[src/rtl/mem_port_arbiter.sv]
// mem_port_arbiter: shares one RAM port between instruction fetch and the MEM stage.
// A granted request is latched and held on the RAM port for MEM_LAT cycles. Read data
// is then captured and a one-cycle done pulse is raised. MEM has priority over fetch,
// and a starvation counter forces a fetch grant after STARVE_MAX back-to-back MEM grants
// that were made while fetch was waiting.
module mem_port_arbiter #(
   parameter int MEM_LAT    = 2,  // RAM access latency in cycles (>= 1)
   parameter int STARVE_MAX = 3,  // consecutive MEM grants tolerated while fetch waits
   parameter int CW         = 2   // latency counter width, must hold MEM_LAT-1
) (
   input  logic        clk,
   input  logic        Reset,
   // instruction fetch port
   input  logic        fetch_req,
   input  logic [31:0] fetch_addr,
   output logic [31:0] fetch_rdata,
   output logic        fetch_done,
   // data (MEM stage) port
   input  logic        mem_req,
   input  logic        mem_rw,
   input  logic        mem_size,
   input  logic [31:0] mem_addr,
   input  logic [31:0] mem_wdata,
   output logic [31:0] mem_rdata,
   output logic        mem_done,
   // RAM port
   output logic        ram_en,
   output logic        ram_rw,
   output logic        ram_size,
   output logic [31:0] ram_addr,
   output logic [31:0] ram_wdata,
   input  logic [31:0] ram_rdata,
   // hazard unit
   output logic        if_stall,
   output logic        mem_stall
);

   localparam int            SW         = (STARVE_MAX < 1) ? 1 : $clog2(STARVE_MAX + 1);
   localparam logic [CW-1:0] CNT_LOAD   = CW'(MEM_LAT - 1);
   localparam logic [SW-1:0] STARVE_TOP = SW'(STARVE_MAX);

   typedef enum logic [1:0] {
      IDLE       = 2'd0,
      FETCH_BUSY = 2'd1,
      DATA_BUSY  = 2'd2
   } state_t;

   state_t        state_q;
   logic [CW-1:0] cnt_q;
   logic [SW-1:0] starve_q, starve_d;

   // Latched access presented on the RAM port; all zero while idle.
   logic          en_q, rw_q, size_q;
   logic [31:0]   addr_q, wdata_q;

   logic [31:0]   fetch_rdata_q, mem_rdata_q;
   logic          fetch_done_q, mem_done_q;

   logic          grant_pt, complete;
   logic          fetch_elig, mem_elig, force_fetch;
   logic          grant_mem, grant_fetch;

   // Grant decision and next starvation count for the current cycle.
   always_comb begin
      // NOTE: every signal gets a default before any branch so no latch is inferred.
      grant_pt    = 1'b0;
      complete    = 1'b0;
      fetch_elig  = 1'b0;
      mem_elig    = 1'b0;
      force_fetch = 1'b0;
      grant_mem   = 1'b0;
      grant_fetch = 1'b0;
      starve_d    = starve_q;

      // The last busy cycle (cnt==0) is also a grant point, so accesses chain back to back.
      complete = (state_q != IDLE) && (cnt_q == '0);
      grant_pt = (state_q == IDLE) || complete;

      // A request is ignored while its own done pulse is showing.
      fetch_elig  = fetch_req && !fetch_done_q;
      mem_elig    = mem_req && !mem_done_q;
      force_fetch = (starve_q == STARVE_TOP) && fetch_elig;

      grant_mem   = grant_pt && mem_elig && !force_fetch;
      grant_fetch = grant_pt && fetch_elig && !grant_mem;

      if (grant_mem) begin
         if (!fetch_req)
            starve_d = '0;
         else if (starve_q != STARVE_TOP)
            starve_d = starve_q + SW'(1);
      end else if (grant_fetch) begin
         starve_d = '0;
      end
   end

   // Arbiter FSM: grants, latency count, RAM port registers, read capture and done pulses.
   always_ff @(posedge clk or posedge Reset) begin
      // NOTE: the read-data registers are reset too, because every output must read 0 in reset.
      if (Reset) begin
         state_q       <= IDLE;
         cnt_q         <= '0;
         starve_q      <= '0;
         en_q          <= 1'b0;
         rw_q          <= 1'b0;
         size_q        <= 1'b0;
         addr_q        <= '0;
         wdata_q       <= '0;
         fetch_rdata_q <= '0;
         mem_rdata_q   <= '0;
         fetch_done_q  <= 1'b0;
         mem_done_q    <= 1'b0;
      end else begin
         // NOTE: non-blocking assignments, so a later grant load overrides the defaults below.
         fetch_done_q <= 1'b0;
         mem_done_q   <= 1'b0;
         starve_q     <= starve_d;

         if (state_q != IDLE && cnt_q != '0)
            cnt_q <= cnt_q - CW'(1);

         if (complete) begin
            if (state_q == FETCH_BUSY) begin
               fetch_rdata_q <= ram_rdata;
               fetch_done_q  <= 1'b1;
            end else begin
               if (!rw_q)
                  mem_rdata_q <= ram_rdata;
               mem_done_q <= 1'b1;
            end
         end

         if (grant_mem) begin
            state_q <= DATA_BUSY;
            cnt_q   <= CNT_LOAD;
            en_q    <= 1'b1;
            rw_q    <= mem_rw;
            size_q  <= mem_size;
            addr_q  <= mem_addr;
            wdata_q <= mem_wdata;
         end else if (grant_fetch) begin
            state_q <= FETCH_BUSY;
            cnt_q   <= CNT_LOAD;
            en_q    <= 1'b1;
            rw_q    <= 1'b0;
            size_q  <= 1'b0;
            addr_q  <= fetch_addr;
            wdata_q <= '0;
         end else if (grant_pt) begin
            state_q <= IDLE;
            cnt_q   <= '0;
            en_q    <= 1'b0;
            rw_q    <= 1'b0;
            size_q  <= 1'b0;
            addr_q  <= '0;
            wdata_q <= '0;
         end
      end
   end

   assign ram_en      = en_q;
   assign ram_rw      = rw_q;
   assign ram_size    = size_q;
   assign ram_addr    = addr_q;
   assign ram_wdata   = wdata_q;

   assign fetch_rdata = fetch_rdata_q;
   assign fetch_done  = fetch_done_q;
   assign mem_rdata   = mem_rdata_q;
   assign mem_done    = mem_done_q;

   // Stalls are gated by reset so that every output reads 0 while reset is held.
   assign if_stall    = fetch_req && !fetch_done_q && !Reset;
   assign mem_stall   = mem_req && !mem_done_q && !Reset;

endmodule

[config.mk]
export PLATFORM = sky130hd
export DESIGN_NAME = mem_port_arbiter
export DESIGN_NICKNAME = d
export VERILOG_FILES = /design/src/rtl/mem_port_arbiter.sv
export SDC_FILE = /design/constraint.sdc
export NUM_CORES = 1
export LEC_CHECK = 0
export CAP_MARGIN = 20
export CORE_MARGIN = 2
export CORE_UTILIZATION = 40
export CTS_BUF_LIST = sky130_fd_sc_hd__clkbuf_4 sky130_fd_sc_hd__clkbuf_8
export DETAILED_ROUTE_END_ITERATION = 16
export PLACE_DENSITY = 0.82
export SETUP_SLACK_MARGIN = 0.02
export SLEW_MARGIN = 20
export SYNTH_ARGS = -nofsm -noshare
export SYNTH_HDL_FRONTEND = slang
export SYNTH_SLANG_ARGS = --single-unit
[constraint.sdc]
create_clock -name clk -period 9.5 [get_ports clk]
set_input_delay 0.95 -clock clk [delete_from_list [all_inputs] [get_ports clk]]
set_output_delay 0.95 -clock clk [all_outputs]
set_load 0.02 [all_outputs]
After elaboration in Yosys (flattened, before gate mapping)

Cells that the tools add are included.

$add $sub $neg: 2
Equality and inequality tests: 4
Bitwise logic cells: 2
Mux-type cells: 26
Reduce and logical (&&, ||, !) cells: 27

Operator list:

| operator                                                                | count |
|---|---|
| 32-bit 2-to-1 mux                                                       | 5 |
| 2-bit 2-to-1 mux                                                        | 11 |
| 1-bit logical AND                                                       | 11 |
| 1-bit 2-to-1 mux                                                        | 10 |
| 2-bit nonzero test                                                      | 3 |
| 1-bit zero test                                                         | 5 |
| 2-bit zero test                                                         | 2 |
| 2-bit AND reduction                                                     | 2 |
| 4-bit nonzero test                                                      | 1 |
| 3-bit by 2-bit inequality test with 1-bit output, second input constant | 1 |
| 3-bit AND reduction                                                     | 1 |
| 3-bit nonzero test                                                      | 1 |
| 2-bit by 1-bit adder with 2-bit output, second input constant           | 1 |
| 2-bit by 1-bit == test with 1-bit output, second input constant         | 1 |
| 2-bit == test, second input constant                                    | 1 |
| 2-bit inequality test, second input constant                            | 1 |
| 1-bit inverter                                                          | 2 |
| 2-bit by 1-bit subtractor with 2-bit output, second input constant      | 1 |
| 1-bit logical OR                                                        | 1 |

Bits of input ports: 134
Logic and storage cells: 73
Output and inout bits: 135
Bits in registers: 139

Longest topological paths before layout

Gate-level depths: netlist of run 1.

Depth in word-level cells: 9
Depth in mapped cells: 7
Gate-level depth less buffers: 6

Worst setup path before layout of run 1

No wires, ideal clock.

Path kind: input -> output
Start: in fetch_req
End: out if_stall
Arrival time: 1291 ps
Stages: 2
Path buffers: 0
Path slack: 7259 ps
Required time: 8550 ps
Path through: nand2b_1 -> nor2_1

Longest elaborated chain between the ends: 2

Ends and longest elaborated chain:

| element                         | RTL line | RTL |
|---|---|---|
| start: declaration              | 14       | `input logic fetch_req,` |
| 1-bit logical AND (2 in series) | 173      | `assign if_stall = fetch_req && !fetch_done_q && !Reset;` |
| end: declaration                | 34       | `output logic if_stall,` |

No other way between the ends.

Worst setup path in the final report of run 1

Ends and elaborated chain as after synthesis.

==> report_table.html, run 1 <==
<table>
<tr><th>Metric</th><th>Value</th></tr>
<tr><th colspan="2">Global routing</th></tr>
<tr><td>Congestion Overflow GR</td><td>0</td></tr>
<tr><td>Number of antenna violations at the first check in global routing</td><td>0</td></tr>
<tr><td>Global-route wire length before repair</td><td>25300 um</td></tr>
<tr><td>Pin count of the biggest net entering global routing</td><td>80</td></tr>
<tr><td>GRT Total Usage</td><td>0.221</td></tr>
<tr><td>Vias in the first global route</td><td>4874</td></tr>
<tr><th colspan="2">Floorplanning</th></tr>
<tr><td>Cell Rows</td><td>43</td></tr>
<tr><td>X dimension of the die</td><td>122 um</td></tr>
<tr><td>Core area</td><td>0.0138 mm^2</td></tr>
<tr><td>Starting Density</td><td>0.408</td></tr>
<tr><td>Die boundary height</td><td>122 um</td></tr>
<tr><td>Total Die Area</td><td>0.0150 mm^2</td></tr>
<tr><td>Number of top-level design ports</td><td>269</td></tr>
<tr><th colspan="2">Placement</th></tr>
<tr><td>Weighted congestion reported at the end of routability-driven placement</td><td>0.881</td></tr>
<tr><td>Setup slack at placement</td><td>6220 ps</td></tr>
<tr><td>Final HPWL from detailed placement</td><td>11900 um</td></tr>
<tr><td>Buffers added on ports</td><td>268</td></tr>
<tr><th colspan="2">Min path</th></tr>
<tr><td>Hold Crit Depth</td><td>1</td></tr>
<tr><td>Launch instance of the worst min-delay path</td><td>cnt_q[0]</td></tr>
<tr><td>Min-delay worst type</td><td>reg -&gt; reg</td></tr>
<tr><th colspan="2">Route</th></tr>
<tr><td>Met3 wirelength from detailed routing</td><td>1010 um</td></tr>
<tr><td>Met2 wirelength from detailed routing</td><td>8690 um</td></tr>
<tr><td>Wire length after detailed routing</td><td>16500 um</td></tr>
<tr><td>Drt wl/cell</td><td>17.8 um</td></tr>
<tr><td>DRC marker count from the first detailed-route iteration</td><td>243</td></tr>
<tr><td>Routed Antenna Nets</td><td>0</td></tr>
<tr><td>Detailed-route DRC error count</td><td>0</td></tr>
<tr><td>Per-cell via count in the routed design</td><td>5.07</td></tr>
<tr><td>Iteration count of the initial detailed-routing pass</td><td>4</td></tr>
<tr><td>Max layer used</td><td>met4</td></tr>
<tr><td>Met1 wire length</td><td>6270 um</td></tr>
<tr><td>DR vias</td><td>4699</td></tr>
<tr><th colspan="2">Setup path</th></tr>
<tr><td>Reg-to-reg critical path endpoint</td><td>fetch_rdata[12]</td></tr>
<tr><td>Startpoint of the worst-slack reg-to-reg timing path</td><td>cnt_q[0]</td></tr>
<tr><td>Critical path capture point</td><td>if_stall</td></tr>
<tr><td>Minimum setup slack among reg-to-reg paths</td><td>7190 ps</td></tr>
<tr><td>Highest net fanout along the worst path</td><td>5</td></tr>
<tr><td>Critical path data required time</td><td>8550 ps</td></tr>
<tr><td>Worst setup path class</td><td>in -&gt; out</td></tr>
<tr><td>Startpoint kind of the worst setup timing path</td><td>primary input</td></tr>
<tr><td>Worst-case reg-to-reg path depth</td><td>5</td></tr>
<tr><td>Startpoint of the most critical setup path</td><td>fetch_req</td></tr>
<tr><td>Arrival time reported for the critical path endpoint</td><td>2390 ps</td></tr>
<tr><td>Kind of end point of the critical path</td><td>output pin</td></tr>
<tr><th colspan="2">Synthesis</th></tr>
<tr><td>Flop and latch count out of synthesis</td><td>139</td></tr>
<tr><td>Count of flip-flops with a built-in enable after synthesis</td><td>0</td></tr>
<tr><td>Async set or reset register ratio after synthesis</td><td>1.00</td></tr>
<tr><td>Most frequent cell after synthesis</td><td>dfrtp_1</td></tr>
<tr><td>Netlist cell types</td><td>25</td></tr>
<tr><td>Portion of synthesized cell area occupied by the leading cell type</td><td>0.619</td></tr>
<tr><td>Area contributors post-synth</td><td>dfrtp_1, mux2_4, mux2_2</td></tr>
<tr><td>Post-synthesis cell type with the largest combined area</td><td>dfrtp_1</td></tr>
<tr><td>Gate count of the mapped netlist</td><td>472</td></tr>
<tr><td>Post-synth top cells</td><td>dfrtp_1, nor2_1, nand2_1</td></tr>
<tr><td>YS warnings</td><td>0</td></tr>
<tr><td>Post-synthesis average cell area</td><td>11.9 um^2</td></tr>
<tr><td>Most common flop cell mapped by yosys</td><td>dfrtp_1</td></tr>
<tr><td>Sequential element share of the synthesized area</td><td>0.619</td></tr>
<tr><td>Combined area of all synthesized cells</td><td>0.00562 mm^2</td></tr>
<tr><td>Mapped Nets</td><td>608</td></tr>
<tr><th colspan="2">Clock tree</th></tr>
<tr><td>TritonCTS Buffers</td><td>17</td></tr>
<tr><td>Buffers inserted during post-CTS setup optimization</td><td>0</td></tr>
<tr><td>Count of hold-fix buffers inserted at cts</td><td>0</td></tr>
<tr><td>Clock tree root buffer cell</td><td>clkbuf_8</td></tr>
<tr><td>Clock slew seen by the registers of the worst setup and hold paths</td><td>80 ps</td></tr>
<tr><td>Clock sink total</td><td>139</td></tr>
<tr><td>H-tree levels</td><td>4</td></tr>
<tr><td>CTS resizes</td><td>0</td></tr>
<tr><td>TritonCTS clock tree</td><td>yes</td></tr>
<tr><td>Worst-skew pair later-pin latency</td><td>440 ps</td></tr>
<tr><td>Clock buffer depth</td><td>2</td></tr>
<tr><th colspan="2">Final layout</th></tr>
<tr><td>Post-synthesis to final-layout area growth</td><td>58.7%</td></tr>
<tr><td>Final core utilization</td><td>0.647</td></tr>
<tr><td>Net count, final</td><td>869</td></tr>
<tr><td>Share of final-layout standard cells stronger than drive strength 1</td><td>0.145</td></tr>
<tr><td>Final antenna diode count</td><td>0</td></tr>
<tr><th colspan="2">Timing</th></tr>
<tr><td>Clock skew</td><td>9.91 ps</td></tr>
<tr><td>Fin crit share</td><td>0.351</td></tr>
<tr><td>Final setup violation count</td><td>0</td></tr>
<tr><td>Max-Slew Margin vs Limit</td><td>0.290</td></tr>
<tr><td>Hold WS</td><td>450 ps</td></tr>
<tr><td>Worst-case setup margin in the final layout</td><td>6160 ps</td></tr>
<tr><td>Highest attainable clock frequency</td><td>0.300 GHz</td></tr>
<tr><td>RSZ-0062 raised after global routing</td><td>false</td></tr>
<tr><td>Final critical delay including setup and external delays</td><td>3340 ps</td></tr>
<tr><td>Slew at the pin closest to its max-slew limit</td><td>1070 ps</td></tr>
<tr><td>Final number of max-transition violations</td><td>0</td></tr>
<tr><td>Final hold vios</td><td>0</td></tr>
<tr><td>Final setup TNS</td><td>0 ps</td></tr>
<tr><th colspan="2">Pwr</th></tr>
<tr><td>Static Leak</td><td>3.96 nW</td></tr>
<tr><td>Pwr per Cell Area</td><td>368 mW/mm^2</td></tr>
<tr><td>Worst-case vdd ir drop</td><td>173 uV</td></tr>
<tr><th colspan="2">Outcome</th></tr>
<tr><td>Result of the run</td><td>finished, final reports clean</td></tr>
<tr><th colspan="2">Run</th></tr>
<tr><td>Max-Cap Viols</td><td>0</td></tr>
</table>
## flip-flops by register name (all words and copies together) (netlist names)
register and cells:
fetch_done 1, ram_rw 1, cnt_q 2, mem_rdata 32
state_q 2, starve_q 2, mem_done 1, ram_addr 32
ram_size 1, ram_en 1, ram_wdata 32, fetch_rdata 32
## per-layer routing
| metal | global-route usage | vias to the layer above |
|---|---|---|
| li1 | - | 2143 |
| met1 | 0.258 | 2323 |
| met2 | 0.385 | 194 |
| met3 | 0.0548 | 39 |
| met4 | 0.0999 | 0 |
| met5 | 0 | - |
## through the flow
step | instance area (um^2) | power, mW | instances
finish | 8910 | 3.28 | 926
global route | 8910 | 3.47 | 926
CTS | 8910 | 3.31 | 926
detailed placement | 8450 | 2.75 | 894
global placement | 8450 | 2.68 | 894
floorplan | 5620 | 1.96 | 472
## cell families (layout without fill, tap and decap cells)
family / count (synthesis) / count (layout) / share of synthesized area
compound gates: 41 / 41 / 0.0586
flops: 139 / 139 / 0.619
mux: 64 / 64 / 0.148
buf+inv: 38 / 312 / 0.0319
simple gates: 188 / 188 / 0.138
fa+ha+maj: 2 / 2 / 0.00446
## placed cells by master (no fill, tap or decap), drive strengths merged, types with 2 or more instances in the layout
cell and n:
a21oi 3, a221oi 32, buf 6, bufinv 5, clkbuf 18, clkdlybuf4s50 268
clkinv 6, clkinvlp 2, dfrtp 139, ha 2, inv 7, mux2 64
nand2 71, nand2b 3, nand3 35, nor2 72, nor2b 2, o21ai 5
## critical path: stages
cell and delay, ps:
clkdlybuf4s50_1 560, nand2b_1 120, nor2_1 130, clkdlybuf4s50_1 630
## power by group
group | switching [mW] | internal (mW)
sequential | 0.163 | 0.874
combinational | 0.878 | 0.816
clock | 0.231 | 0.317
## final cells by class
| class | instances | area [um^2] |
|---|---|---|
| inverters | 6 | 27.5 |
| well taps | 180 | 225 |
| multi-input cells | 295 | 1990 |
| clock inverters | 14 | 219 |
| fillers | 1095 | 4860 |
| repair buffers | 274 | 2730 |
| flip-flops and latches | 139 | 3480 |
| clock buffers | 18 | 241 |
## how the worst min path moves through the flow
stage                     to
finish              cnt_q[0]
global route        cnt_q[0]
detailed placement  cnt_q[0]
global placement    cnt_q[0]
CTS                 cnt_q[0]
floorplan           cnt_q[0]
(Power assumes the default switching activity.)
==> run 2: changes to the inputs <==
--- a/config.mk
+++ b/config.mk
@@ -7,7 +7,7 @@
 export LEC_CHECK = 0
 export CAP_MARGIN = 20
 export CORE_MARGIN = 2
-export CORE_UTILIZATION = 40
+export CORE_UTILIZATION = 38
 export CTS_BUF_LIST = sky130_fd_sc_hd__clkbuf_4 sky130_fd_sc_hd__clkbuf_8
 export DETAILED_ROUTE_END_ITERATION = 16
 export PLACE_DENSITY = 0.82
==> constraint.sdc (replaced) <==
create_clock -name clk -period 2.9 [get_ports clk]
set_input_delay 0.29 -clock clk [delete_from_list [all_inputs] [get_ports clk]]
set_output_delay 0.29 -clock clk [all_outputs]
set_load 0.02 [all_outputs]
==> report_table.html, run 2 (same netlist as run 1, synthesis figures left out) <==
<table>
<tr><th>Metric</th><th>Value</th></tr>
<tr><th colspan="2">Outcome</th></tr>
<tr><td>Result of the run</td><td>finished, final reports clean</td></tr>
<tr><th colspan="2">Final layout</th></tr>
<tr><td>Share of final-layout standard cells stronger than drive strength 1</td><td>0.147 (+0.00229)</td></tr>
<tr><td>Final core utilization</td><td>0.617 (-0.0302)</td></tr>
<tr><td>Filler-free cell count of the finished design</td><td>932 (+0.65%)</td></tr>
<tr><td>Finished Cell Area</td><td>0.00893 mm^2 (+0.21%)</td></tr>
<tr><td>Post-synthesis to final-layout area growth</td><td>59.0%</td></tr>
<tr><td>Final antenna diode count</td><td>0 (unchanged)</td></tr>
<tr><td>Most common library cell in the layout ignoring fill and taps</td><td>clkdlybuf4s50_1</td></tr>
<tr><td>Net count, final</td><td>873 (+0.46%)</td></tr>
<tr><td>Commonest non-fill, non-tap cells in the layout</td><td>clkdlybuf4s50_1, dfrtp_1, nand2_1</td></tr>
<tr><th colspan="2">Floorplanning</th></tr>
<tr><td>X dimension of the die</td><td>126 um (+2.5%)</td></tr>
<tr><td>Core area</td><td>0.0145 mm^2 (+5.1%)</td></tr>
<tr><td>Number of top-level design ports</td><td>269 (unchanged)</td></tr>
<tr><td>Die boundary height</td><td>126 um (+2.5%)</td></tr>
<tr><td>Total Die Area</td><td>0.0158 mm^2 (+5.1%)</td></tr>
<tr><td>Starting Density</td><td>0.388 (-0.0199)</td></tr>
<tr><td>Cell Rows</td><td>44 (+2.3%)</td></tr>
<tr><th colspan="2">Min path</th></tr>
<tr><td>Min-delay worst type</td><td>in -&gt; reg</td></tr>
<tr><td>Hold Crit Depth</td><td>3 (+2)</td></tr>
<tr><td>Worst Hold End</td><td>ram_wdata[6]</td></tr>
<tr><td>Launch instance of the worst min-delay path</td><td>mem_wdata[6]</td></tr>
<tr><th colspan="2">Setup path</th></tr>
<tr><td>Reg-to-reg critical path endpoint</td><td>ram_addr[17]</td></tr>
<tr><td>Critical path data required time</td><td>2610 ps (-5940 ps)</td></tr>
<tr><td>Arrival time reported for the critical path endpoint</td><td>1800 ps (-590 ps)</td></tr>
<tr><td>Worst setup path class</td><td>reg -&gt; out</td></tr>
<tr><td>Highest net fanout along the worst path</td><td>4 (-1)</td></tr>
<tr><td>Kind of end point of the critical path</td><td>output pin</td></tr>
<tr><td>Startpoint of the worst-slack reg-to-reg timing path</td><td>starve_q[0]</td></tr>
<tr><td>Startpoint kind of the worst setup timing path</td><td>flip-flop</td></tr>
<tr><td>Worst-case reg-to-reg path depth</td><td>6 (+1)</td></tr>
<tr><td>Minimum setup slack among reg-to-reg paths</td><td>850 ps (-6340 ps)</td></tr>
<tr><th colspan="2">Placement</th></tr>
<tr><td>Weighted congestion reported at the end of routability-driven placement</td><td>0.852 (-3.4%)</td></tr>
<tr><td># placed instances</td><td>901 (+0.78%)</td></tr>
<tr><td>Final HPWL from detailed placement</td><td>11900 um (+0.11%)</td></tr>
<tr><td>Setup slack at placement</td><td>252 ps (-5960 ps)</td></tr>
<tr><td>Buffers added on ports</td><td>268 (unchanged)</td></tr>
<tr><td>Standard cell area after detailed placement</td><td>0.00851 mm^2 (+0.76%)</td></tr>
<tr><th colspan="2">Route</th></tr>
<tr><td>Detailed-route DRC error count</td><td>0 (unchanged)</td></tr>
<tr><td>Wire length after detailed routing</td><td>16300 um (-0.92%)</td></tr>
<tr><td>DRC marker count from the first detailed-route iteration</td><td>274 (+13%)</td></tr>
<tr><td>Iteration count of the initial detailed-routing pass</td><td>4 (unchanged)</td></tr>
<tr><td>Drt wl/cell</td><td>17.5 um (-1.6%)</td></tr>
<tr><td>Per-cell via count in the routed design</td><td>5.09 (+0.39%)</td></tr>
<tr><td>DR vias</td><td>4748 (+1.0%)</td></tr>
<tr><td>Routed Antenna Nets</td><td>0 (unchanged)</td></tr>
<tr><th colspan="2">Pwr</th></tr>
<tr><td>Sequential power share</td><td>0.322 (+0.006)</td></tr>
<tr><td>Int Pwr</td><td>6.44 mW (+220%)</td></tr>
<tr><td>Portion of total power attributed to combinational logic</td><td>0.533 (+0.016)</td></tr>
<tr><td>Switch share</td><td>0.390 (+0.00194)</td></tr>
<tr><td>Worst-case vdd ir drop</td><td>639 uV (+270%)</td></tr>
<tr><td>Static Leak</td><td>3.97 nW (about the same)</td></tr>
<tr><td>Overall power of the completed layout</td><td>10.6 mW (+220%)</td></tr>
<tr><td>Net load switching power</td><td>4.11 mW (+220%)</td></tr>
<tr><td>Pwr per Cell Area</td><td>1180 mW/mm^2 (+220%)</td></tr>
<tr><td>Clock group share of total power</td><td>0.145 (-0.022)</td></tr>
<tr><th colspan="2">Timing</th></tr>
<tr><td>Clock skew</td><td>9.60 ps (-0.308 ps)</td></tr>
<tr><td>Slew at the pin closest to its max-slew limit</td><td>764 ps (-302 ps)</td></tr>
<tr><td>RSZ-0062 raised after global routing</td><td>false</td></tr>
<tr><td>Final setup violation count</td><td>0 (unchanged)</td></tr>
<tr><td>Final critical delay including setup and external delays</td><td>2090 ps</td></tr>
<tr><td>Final number of max-transition violations</td><td>0 (unchanged)</td></tr>
<tr><td>Worst-case setup margin in the final layout</td><td>808 ps (-5350 ps)</td></tr>
<tr><td>Hold WS</td><td>398 ps (-51.7 ps)</td></tr>
<tr><td>Final hold vios</td><td>0 (unchanged)</td></tr>
<tr><td>Final setup TNS</td><td>0 ps (unchanged)</td></tr>
<tr><td>Highest attainable clock frequency</td><td>0.478 GHz</td></tr>
<tr><td>Fin crit share</td><td>0.721</td></tr>
<tr><td>Max-Slew Margin vs Limit</td><td>0.490 (+0.200)</td></tr>
<tr><th colspan="2">Global routing</th></tr>
<tr><td>Vias in the first global route</td><td>5131 (+5.3%)</td></tr>
<tr><td>Number of antenna violations at the first check in global routing</td><td>0 (unchanged)</td></tr>
<tr><td>Congestion Overflow GR</td><td>0 (unchanged)</td></tr>
<tr><td>Global-route wire length before repair</td><td>26400 um (+4.6%)</td></tr>
<tr><td>Pin count of the biggest net entering global routing</td><td>72 (-10%)</td></tr>
<tr><td>GRT Total Usage</td><td>0.211 (-0.00977)</td></tr>
<tr><th colspan="2">Clock tree</th></tr>
<tr><td>Clock buffer depth</td><td>2 (unchanged)</td></tr>
<tr><td>Worst-skew pair later-pin latency</td><td>430 ps (about the same)</td></tr>
<tr><td>H-tree levels</td><td>4 (unchanged)</td></tr>
<tr><td>Clock tree root buffer cell</td><td>clkbuf_8</td></tr>
<tr><td>TritonCTS clock tree</td><td>yes</td></tr>
<tr><td>Clock sink total</td><td>139 (unchanged)</td></tr>
<tr><td>TritonCTS Buffers</td><td>17 (unchanged)</td></tr>
<tr><td>Buffers inserted during post-CTS setup optimization</td><td>0 (unchanged)</td></tr>
<tr><td>CTS resizes</td><td>0 (unchanged)</td></tr>
<tr><td>Count of hold-fix buffers inserted at cts</td><td>0 (unchanged)</td></tr>
<tr><td>Clock slew seen by the registers of the worst setup and hold paths</td><td>80 ps (about the same)</td></tr>
<tr><th colspan="2">Run</th></tr>
<tr><td>Max-Cap Viols</td><td>0 (unchanged)</td></tr>
</table>
[run 2: worst max path at each step]
stage	endpoint	cells past startpoint	slack [ps]	startpoint
after floorplan	cnt_q[0]	1	870	Reset
after global placement	ram_wdata[10]	6	430	fetch_req
after detailed placement	ram_wdata[5]	6	250	fetch_req
after CTS	fetch_rdata[25]	5	560	cnt_q[0]
after global routing	ram_addr[17]	6	710	starve_q[0]
final	mem_stall	3	810	mem_done
[run 2: power groups by stage]
stage	registers (mW)	logic (mW)	clock network [mW]
final	3.39	5.62	1.53
after detailed placement	3.41	5.66	0
after CTS	3.39	5.68	1.57
after global placement	3.36	5.48	0
after global routing	3.50	6.01	1.67
after floorplan	4.40	2.03	0
[run 2: area by class of cell]
| cell class | instances | area [um^2] |
|---|---|---|
| well taps | 184 | 230 |
| fillers | 1154 | 5550 |
| repair buffers | 278 | 2820 |
| inverters | 6 | 26.3 |
| clock buffers | 23 | 292 |
| multi-input cells | 295 | 2000 |
| clock inverters | 7 | 92.6 |
| flip-flops and latches | 139 | 3480 |
[run 2: per-layer routing]
layer  vias to the layer above  wire [um]  GRT usage
met5                         -          0          0
met4                         0        641      0.105
met3                        45       1180     0.0608
met2                       234       8150      0.353
met1                      2325       6370      0.250
li1                       2144          -          -
[run 2: critical path: stages (launching register included)]
cell,delay [ps]
dfrtp_1,420
nand2b_1,210
nor2_1,110
clkdlybuf4s50_1,630
==> run 3: changes to the inputs <==
==> constraint.sdc (replaced) <==
create_clock -name clk -period 1.7 [get_ports clk]
set_input_delay 0.17 -clock clk [delete_from_list [all_inputs] [get_ports clk]]
set_output_delay 0.17 -clock clk [all_outputs]
set_load 0.02 [all_outputs]
==> report_table.html, run 3 (same netlist as run 1, synthesis figures left out) <==
<table>
<tr><th>Metric</th><th>Value</th></tr>
<tr><th colspan="2">Outcome</th></tr>
<tr><td>Result of the run</td><td>finished, final reports clean</td></tr>
<tr><th colspan="2">Global routing</th></tr>
<tr><td>Vias in the first global route</td><td>5262 (+2.6%)</td></tr>
<tr><td>GRT Total Usage</td><td>0.224 (+0.0130)</td></tr>
<tr><td>Global-route wire length before repair</td><td>28000 um (+5.9%)</td></tr>
<tr><td>Pin count of the biggest net entering global routing</td><td>55 (-24%)</td></tr>
<tr><td>Number of antenna violations at the first check in global routing</td><td>0 (unchanged)</td></tr>
<tr><td>Congestion Overflow GR</td><td>0 (unchanged)</td></tr>
<tr><th colspan="2">Timing</th></tr>
<tr><td>RSZ-0062 raised after global routing</td><td>true</td></tr>
<tr><td>Hold WS</td><td>175 ps (-223 ps)</td></tr>
<tr><td>Final hold vios</td><td>0 (unchanged)</td></tr>
<tr><td>Slew at the pin closest to its max-slew limit</td><td>500 ps (-264 ps)</td></tr>
<tr><td>Clock skew</td><td>12.1 ps (+2.53 ps)</td></tr>
<tr><td>Highest attainable clock frequency</td><td>0.590 GHz</td></tr>
<tr><td>Final setup TNS</td><td>0 ps (unchanged)</td></tr>
<tr><td>Fin crit share</td><td>0.996</td></tr>
<tr><td>Max-Slew Margin vs Limit</td><td>0.665 (+0.176)</td></tr>
<tr><td>Final number of max-transition violations</td><td>0 (unchanged)</td></tr>
<tr><td>Final critical delay including setup and external delays</td><td>1690 ps</td></tr>
<tr><td>Final setup violation count</td><td>0 (unchanged)</td></tr>
<tr><th colspan="2">Route</th></tr>
<tr><td>Drt wl/cell</td><td>18.7 um (+6.6%)</td></tr>
<tr><td>DR vias</td><td>4959 (+4.4%)</td></tr>
<tr><td>Routed Antenna Nets</td><td>0 (unchanged)</td></tr>
<tr><td>Per-cell via count in the routed design</td><td>5.13 (+0.77%)</td></tr>
<tr><td>DRC marker count from the first detailed-route iteration</td><td>211 (-23%)</td></tr>
<tr><td>Wire length after detailed routing</td><td>18100 um (+11%)</td></tr>
<tr><td>Iteration count of the initial detailed-routing pass</td><td>4 (unchanged)</td></tr>
<tr><td>Detailed-route DRC error count</td><td>0 (unchanged)</td></tr>
<tr><th colspan="2">Placement</th></tr>
<tr><td>Weighted congestion reported at the end of routability-driven placement</td><td>0.855 (+0.41%)</td></tr>
<tr><td>Buffers added on ports</td><td>268 (unchanged)</td></tr>
<tr><td># placed instances</td><td>920 (+2.1%)</td></tr>
<tr><td>Final HPWL from detailed placement</td><td>11900 um (-0.19%)</td></tr>
<tr><th colspan="2">Clock tree</th></tr>
<tr><td>Worst-skew pair later-pin latency</td><td>430 ps (about the same)</td></tr>
<tr><td>TritonCTS Buffers</td><td>17 (unchanged)</td></tr>
<tr><td>H-tree levels</td><td>4 (unchanged)</td></tr>
<tr><td>Clock slew seen by the registers of the worst setup and hold paths</td><td>80 ps (about the same)</td></tr>
<tr><td>Count of hold-fix buffers inserted at cts</td><td>0 (unchanged)</td></tr>
<tr><td>TritonCTS clock tree</td><td>yes</td></tr>
<tr><td>Clock sink total</td><td>139 (unchanged)</td></tr>
<tr><td>Clock tree root buffer cell</td><td>clkbuf_8</td></tr>
<tr><td>Clock buffer depth</td><td>2 (unchanged)</td></tr>
<tr><th colspan="2">Floorplanning</th></tr>
<tr><td>Starting Density</td><td>0.388 (unchanged)</td></tr>
<tr><td>Number of top-level design ports</td><td>269 (unchanged)</td></tr>
<tr><td>Cell Rows</td><td>44 (unchanged)</td></tr>
<tr><td>Core area</td><td>0.0145 mm^2 (unchanged)</td></tr>
<tr><td>Die boundary height</td><td>126 um (unchanged)</td></tr>
<tr><td>X dimension of the die</td><td>126 um (unchanged)</td></tr>
<tr><td>Total Die Area</td><td>0.0158 mm^2 (unchanged)</td></tr>
<tr><th colspan="2">Setup path</th></tr>
<tr><td>Startpoint kind of the worst setup timing path</td><td>flip-flop</td></tr>
<tr><td>Kind of end point of the critical path</td><td>flip-flop</td></tr>
<tr><td>Startpoint of the worst-slack reg-to-reg timing path</td><td>cnt_q[1]</td></tr>
<tr><td>Worst setup path class</td><td>reg -&gt; reg</td></tr>
<tr><td>Reg-to-reg critical path endpoint</td><td>fetch_rdata[10]</td></tr>
<tr><td>Minimum setup slack among reg-to-reg paths</td><td>6 ps (-840 ps)</td></tr>
<tr><td>Arrival time reported for the critical path endpoint</td><td>2010 ps (+210 ps)</td></tr>
<tr><td>Worst-case reg-to-reg path depth</td><td>6 (unchanged)</td></tr>
<tr><td>Critical path capture point</td><td>fetch_rdata[10]</td></tr>
<tr><td>Highest net fanout along the worst path</td><td>8 (+4)</td></tr>
<tr><td>Critical path data required time</td><td>2020 ps (-590 ps)</td></tr>
<tr><td>Startpoint of the most critical setup path</td><td>cnt_q[1]</td></tr>
<tr><th colspan="2">Min path</th></tr>
<tr><td>Min-delay worst type</td><td>in -&gt; async</td></tr>
<tr><th colspan="2">Pwr</th></tr>
<tr><td>Static Leak</td><td>4.33 nW (+9.1%)</td></tr>
<tr><td>Overall power of the completed layout</td><td>19.6 mW (+86%)</td></tr>
<tr><td>Worst-case vdd ir drop</td><td>1190 uV (+87%)</td></tr>
<tr><td>Pwr per Cell Area</td><td>2030 mW/mm^2 (+72%)</td></tr>
<tr><th colspan="2">Final layout</th></tr>
<tr><td>Final antenna diode count</td><td>0 (unchanged)</td></tr>
<tr><td>Post-synthesis to final-layout area growth</td><td>71.5%</td></tr>
<tr><td>Commonest non-fill, non-tap cells in the layout</td><td>clkdlybuf4s50_1, dfrtp_1, nand2_1</td></tr>
<tr><td>Net count, final</td><td>906 (+3.8%)</td></tr>
<tr><td>Share of final-layout standard cells stronger than drive strength 1</td><td>0.235 (+0.0882)</td></tr>
<tr><td>Filler-free cell count of the finished design</td><td>966 (+3.6%)</td></tr>
<tr><td>Most common library cell in the layout ignoring fill and taps</td><td>clkdlybuf4s50_1</td></tr>
<tr><td>Final core utilization</td><td>0.665 (+0.0484)</td></tr>
<tr><th colspan="2">Run</th></tr>
<tr><td>Max-Cap Viols</td><td>0 (unchanged)</td></tr>
</table>
==> run 3: cell count changes in the layout (fill, tap and decap cells not counted), moves of 4 or more <==
cell | before | now
a221oi_1 | 32 | 6
a221oi_2 | 0 | 24
buf_4 | 6 | 28
buf_12 | 3 | 8
clkdlybuf4s50_1 | 268 | 263
clkbuf_8 | 19 | 23
==> run 3: worst max-delay path, stage by stage, from the launching register on <==
cell and delay, ps:
dfrtp_1 380, inv_2 70, ha_4 140, inv_2 40, or3_4 430, clkbuf_16 220, mux2_4 300
==> run 3: cell type report <==
type,instances,area (um^2)
Tap cell,184,230
Timing Repair Buffer,310,3200
Multi-Input combinational cell,296,2260
Fill cell,1012,4850
Sequential cell,139,3480
Clock inverter,6,108
Clock buffer,25,332
Inverter,6,26.3
==> run 3: what timing repair did <==
item | in CTS | in global routing
pin swaps | 3 | 1
setup buffers | 6 | 4
gates resized for setup | 34 | 31
endpoints found under the setup margin | 135 | 83
cloned | 4 | 3
==> run 3: worst min path at each step <==
stage                          to  cells past startpoint  slack [ps]          start
CTS                   ram_addr[9]                      2         120          Reset
finish               ram_addr[13]                      2         180          Reset
detailed placement       cnt_q[0]                      1         440       cnt_q[0]
floorplan           mem_rdata[24]                      1         300  ram_rdata[24]
global route         ram_addr[13]                      2         190          Reset
global placement         cnt_q[0]                      1         440       cnt_q[0]
==> run 3: power breakdown <==
part           switching (mW)  internal, mW
sequential              0.901          4.89
clock                    1.22          1.71
combinational            5.45          5.42
total                    7.58          12.0
==> run 3: through the flow <==
step | area (um^2) | setup slack [ps]
2_1_floorplan | 5620 | -205
3_3_place_gp | 8720 | -386
3_5_place_dp | 8720 | -524
4_1_cts | 9380 | 7.47
5_1_grt | 9630 | -47.6
6_report | 9630 | 6.35
==> run 3: metal layers <==
| metal | share of wire | up-vias | wire, um | global-route usage |
|---|---|---|---|---|
| li1 | - | 2225 | - | - |
| met2 | 0.50 | 240 | 9100 | 0.386 |
| met4 | 0.035 | 0 | 629 | 0.100 |
| met5 | 0 | - | 0 | 0 |
| met1 | 0.39 | 2452 | 7050 | 0.262 |
| met3 | 0.071 | 42 | 1280 | 0.0620 |
==> RTL change, RTL diff (config.mk and constraints of run 2) <==
The parameter `CW` goes from 2 to 4.
--- a/src/rtl/mem_port_arbiter.sv
+++ b/src/rtl/mem_port_arbiter.sv
@@ -6,7 +6,7 @@
 module mem_port_arbiter #(
    parameter int MEM_LAT    = 2,  // RAM access latency in cycles (>= 1)
    parameter int STARVE_MAX = 3,  // consecutive MEM grants tolerated while fetch waits
-   parameter int CW         = 2   // latency counter width, must hold MEM_LAT-1
+   parameter int CW         = 4   // latency counter width, must hold MEM_LAT-1
 ) (
    input  logic        clk,
    input  logic        Reset,
Behaviour: same outputs for any inputs over 4 cycles, from zero or initial values and one cycle with Reset high; that may be too few to reach the edited logic, so the function may still have changed.
==> RTL change against run 2 <==
- critical endpoint is now mem_rdata[1]$_DFFE_PP0P_
- wire length is essentially flat
- synthesized area grew 2.8%
- cell area grew 1.1%
- setup slack lost 240 ps
- critical path depth grew 3
- cell count shrank 1.9%
- sequential cell count grew 2
- count of clock-buffer cells in the layout is the same
- power shrank 1.9%
==> RTL change: results (changes against run 2) <==
first-pass GRT wire length: 26500 µm (+0.16%)
antenna violations before repair: 0 (unchanged)
post-synth net total: 591 (-2.8%)
number of I/O port buffers: 268 (unchanged)
Rel. slew slack: 50.5% (+1.5 points)
dpl hpwl: 11800 µm (-1.5%)
DRT Wirelength: 16300 µm (about the same)
Static Leak: 3.73 nW (-6.0%)
Post-CTS Setup Bufs: 0 (unchanged)
total CTS buffers: 17 (unchanged)
dpl ws: 569 ps (+318 ps)
Final GP Congestion: 0.785 (-7.8%)
pin count of the biggest net entering global routing: 67 (-6.9%)
number of global-route vias before repair: 5134 (+0.058%)
Yosys warning total: 0 (unchanged)
total global routing track utilization: 20.8% (-0.32 points)
H-tree levels: 4 (unchanged)
min-delay worst type: in2async
Critical Path Max Stage Delay: 530 ps (-100 ps)
Synth Flop Type: dfrtp_1
nets: 851 (-2.5%)
status: finished clean
CP Max Fanout: 32 (+28)
clock-pin slew on the worst setup and hold paths: 70 ps
router iterations before antenna repair: 5 (+1)
number of fill cells: 1176 (+1.9%)
drt initial violations: 256 (-6.6%)
Post-Route Skew: 12.2 ps (+2.61 ps)
final worst path period need: 2340 ps (+244 ps)
worst-case reg-to-reg path depth: 6 (unchanged)
ranking of synthesized cells by area: dfrtp_1 (61%), mux2_2 (12%), nand3_1 (5.5%)
Vias: 4844 (+2.0%)
CTS Buffer Depth: 2 (unchanged)
critical-path cell with the highest stage delay: or3b_1
Post-synth top cells: dfrtp_1 (141), nand3_1 (64), mux2_2 (61), nor3_1 (35), a22o_1 (34)
sequential cell area fraction in the yosys report: 61.1% (-0.82 points)
post-CTS sizing: 0 (unchanged)
VDD IR-drop max: 0.635 mV (-0.63%)
Synth cell types: 32 (+28%)
Critical Path AT: 2650 ps (+850 ps)
share of cells above drive strength 1: 15.7% (+1.0 points)
RTL change: cell types whose count changed after synthesis, moves of 27 or more:
cell      change
nand2_1      -68
mux2_4       -29
nor3_1       +34
nand3_1      +29
nor2_1       -64
a221oi_1     -32
a31oi_1      +32
mux2_2       +27
a22o_1       +33
RTL change: kinds of logic (layout without fill, tap and decap cells):
family / Yosys count / count (layout) / share of synthesized area, %
compound gates: 76 / 76 / 10.4
xor+xnor: 2 / 2 / 0.303
fa+ha+maj: 3 / 3 / 0.650
buf+inv: 45 / 317 / 3.92
flops: 141 / 141 / 61.1
mux: 65 / 65 / 12.7
simple gates: 122 / 122 / 11.0
RTL change: layout make-up:
| type | instances | area [µm²] | share of cell area, % |
|---|---|---|---|
| clock inverter | 8 | 90.1 | 0.998 |
| tap | 188 | 235 | 2.61 |
| multi-input combinational | 268 | 2040 | 22.6 |
| inverter | 6 | 26.3 | 0.291 |
| clock buffer | 23 | 298 | 3.30 |
| sequential | 141 | 3530 | 39.1 |
| timing repair buffer | 280 | 2810 | 31.1 |
RTL change: where the power goes:
| group | switching, mW | internal (mW) | leakage (nW) | total (mW) |
|---|---|---|---|---|
| combinational | 2.69 | 2.67 | 1.81 | 5.36 |
| clock | 0.697 | 0.848 | 0.209 | 1.55 |
| sequential | 0.546 | 2.90 | 1.70 | 3.45 |
RTL change: path summary, 6_finish.rpt:
path	slack, ps	endpoint	from
setup / recovery	560	mem_rdata[1]$_DFFE_PP0P_	cnt_q[0]$_DFFE_PP0P_
min in group clk	430	ram_addr[14]$_DFFE_PP0P_	mem_addr[14]
hold / removal	380	ram_addr[25]$_DFFE_PP0P_	Reset
hold reg to reg	490	mem_rdata[24]$_DFFE_PP0P_	mem_rdata[24]$_DFFE_PP0P_
max in group asynchronous	1770	ram_wdata[3]$_DFFE_PP0P_	Reset
setup reg to reg	560	mem_rdata[1]$_DFFE_PP0P_	cnt_q[0]$_DFFE_PP0P_
RTL change: stage by stage:
stage | hold WS, ps | area [µm²] | utilization [%] | std cells
after floorplan | 423 | 5780 | - | 454
after global placement | 468 | 8630 | 57.4 | 883
after detailed placement | 475 | 8640 | 57.5 | 883
after CTS | 366 | 9030 | 60.0 | 914
after global routing | 414 | 9030 | 60.0 | 914
final | 377 | 9030 | 60.0 | 914
RTL change: per-layer routing:
| layer | GRT usage, % | part of all wire, % |
|---|---|---|
| met2 | 35.7 | 51 |
| met4 | 7.24 | 2.1 |
| met1 | 25.8 | 40 |
| met5 | 0 | 0 |
| met3 | 5.23 | 6.6 |
RTL change: critical path: cells and delay by family, from the launching register on:
kind / cells / cell delay (ps)
multiplexers: 1 / 400
AND/OR/NAND/NOR: 2 / 750
buffers and inverters: 2 / 510
flip-flops: 1 / 380
adder cells (fa/ha/maj): 1 / 160
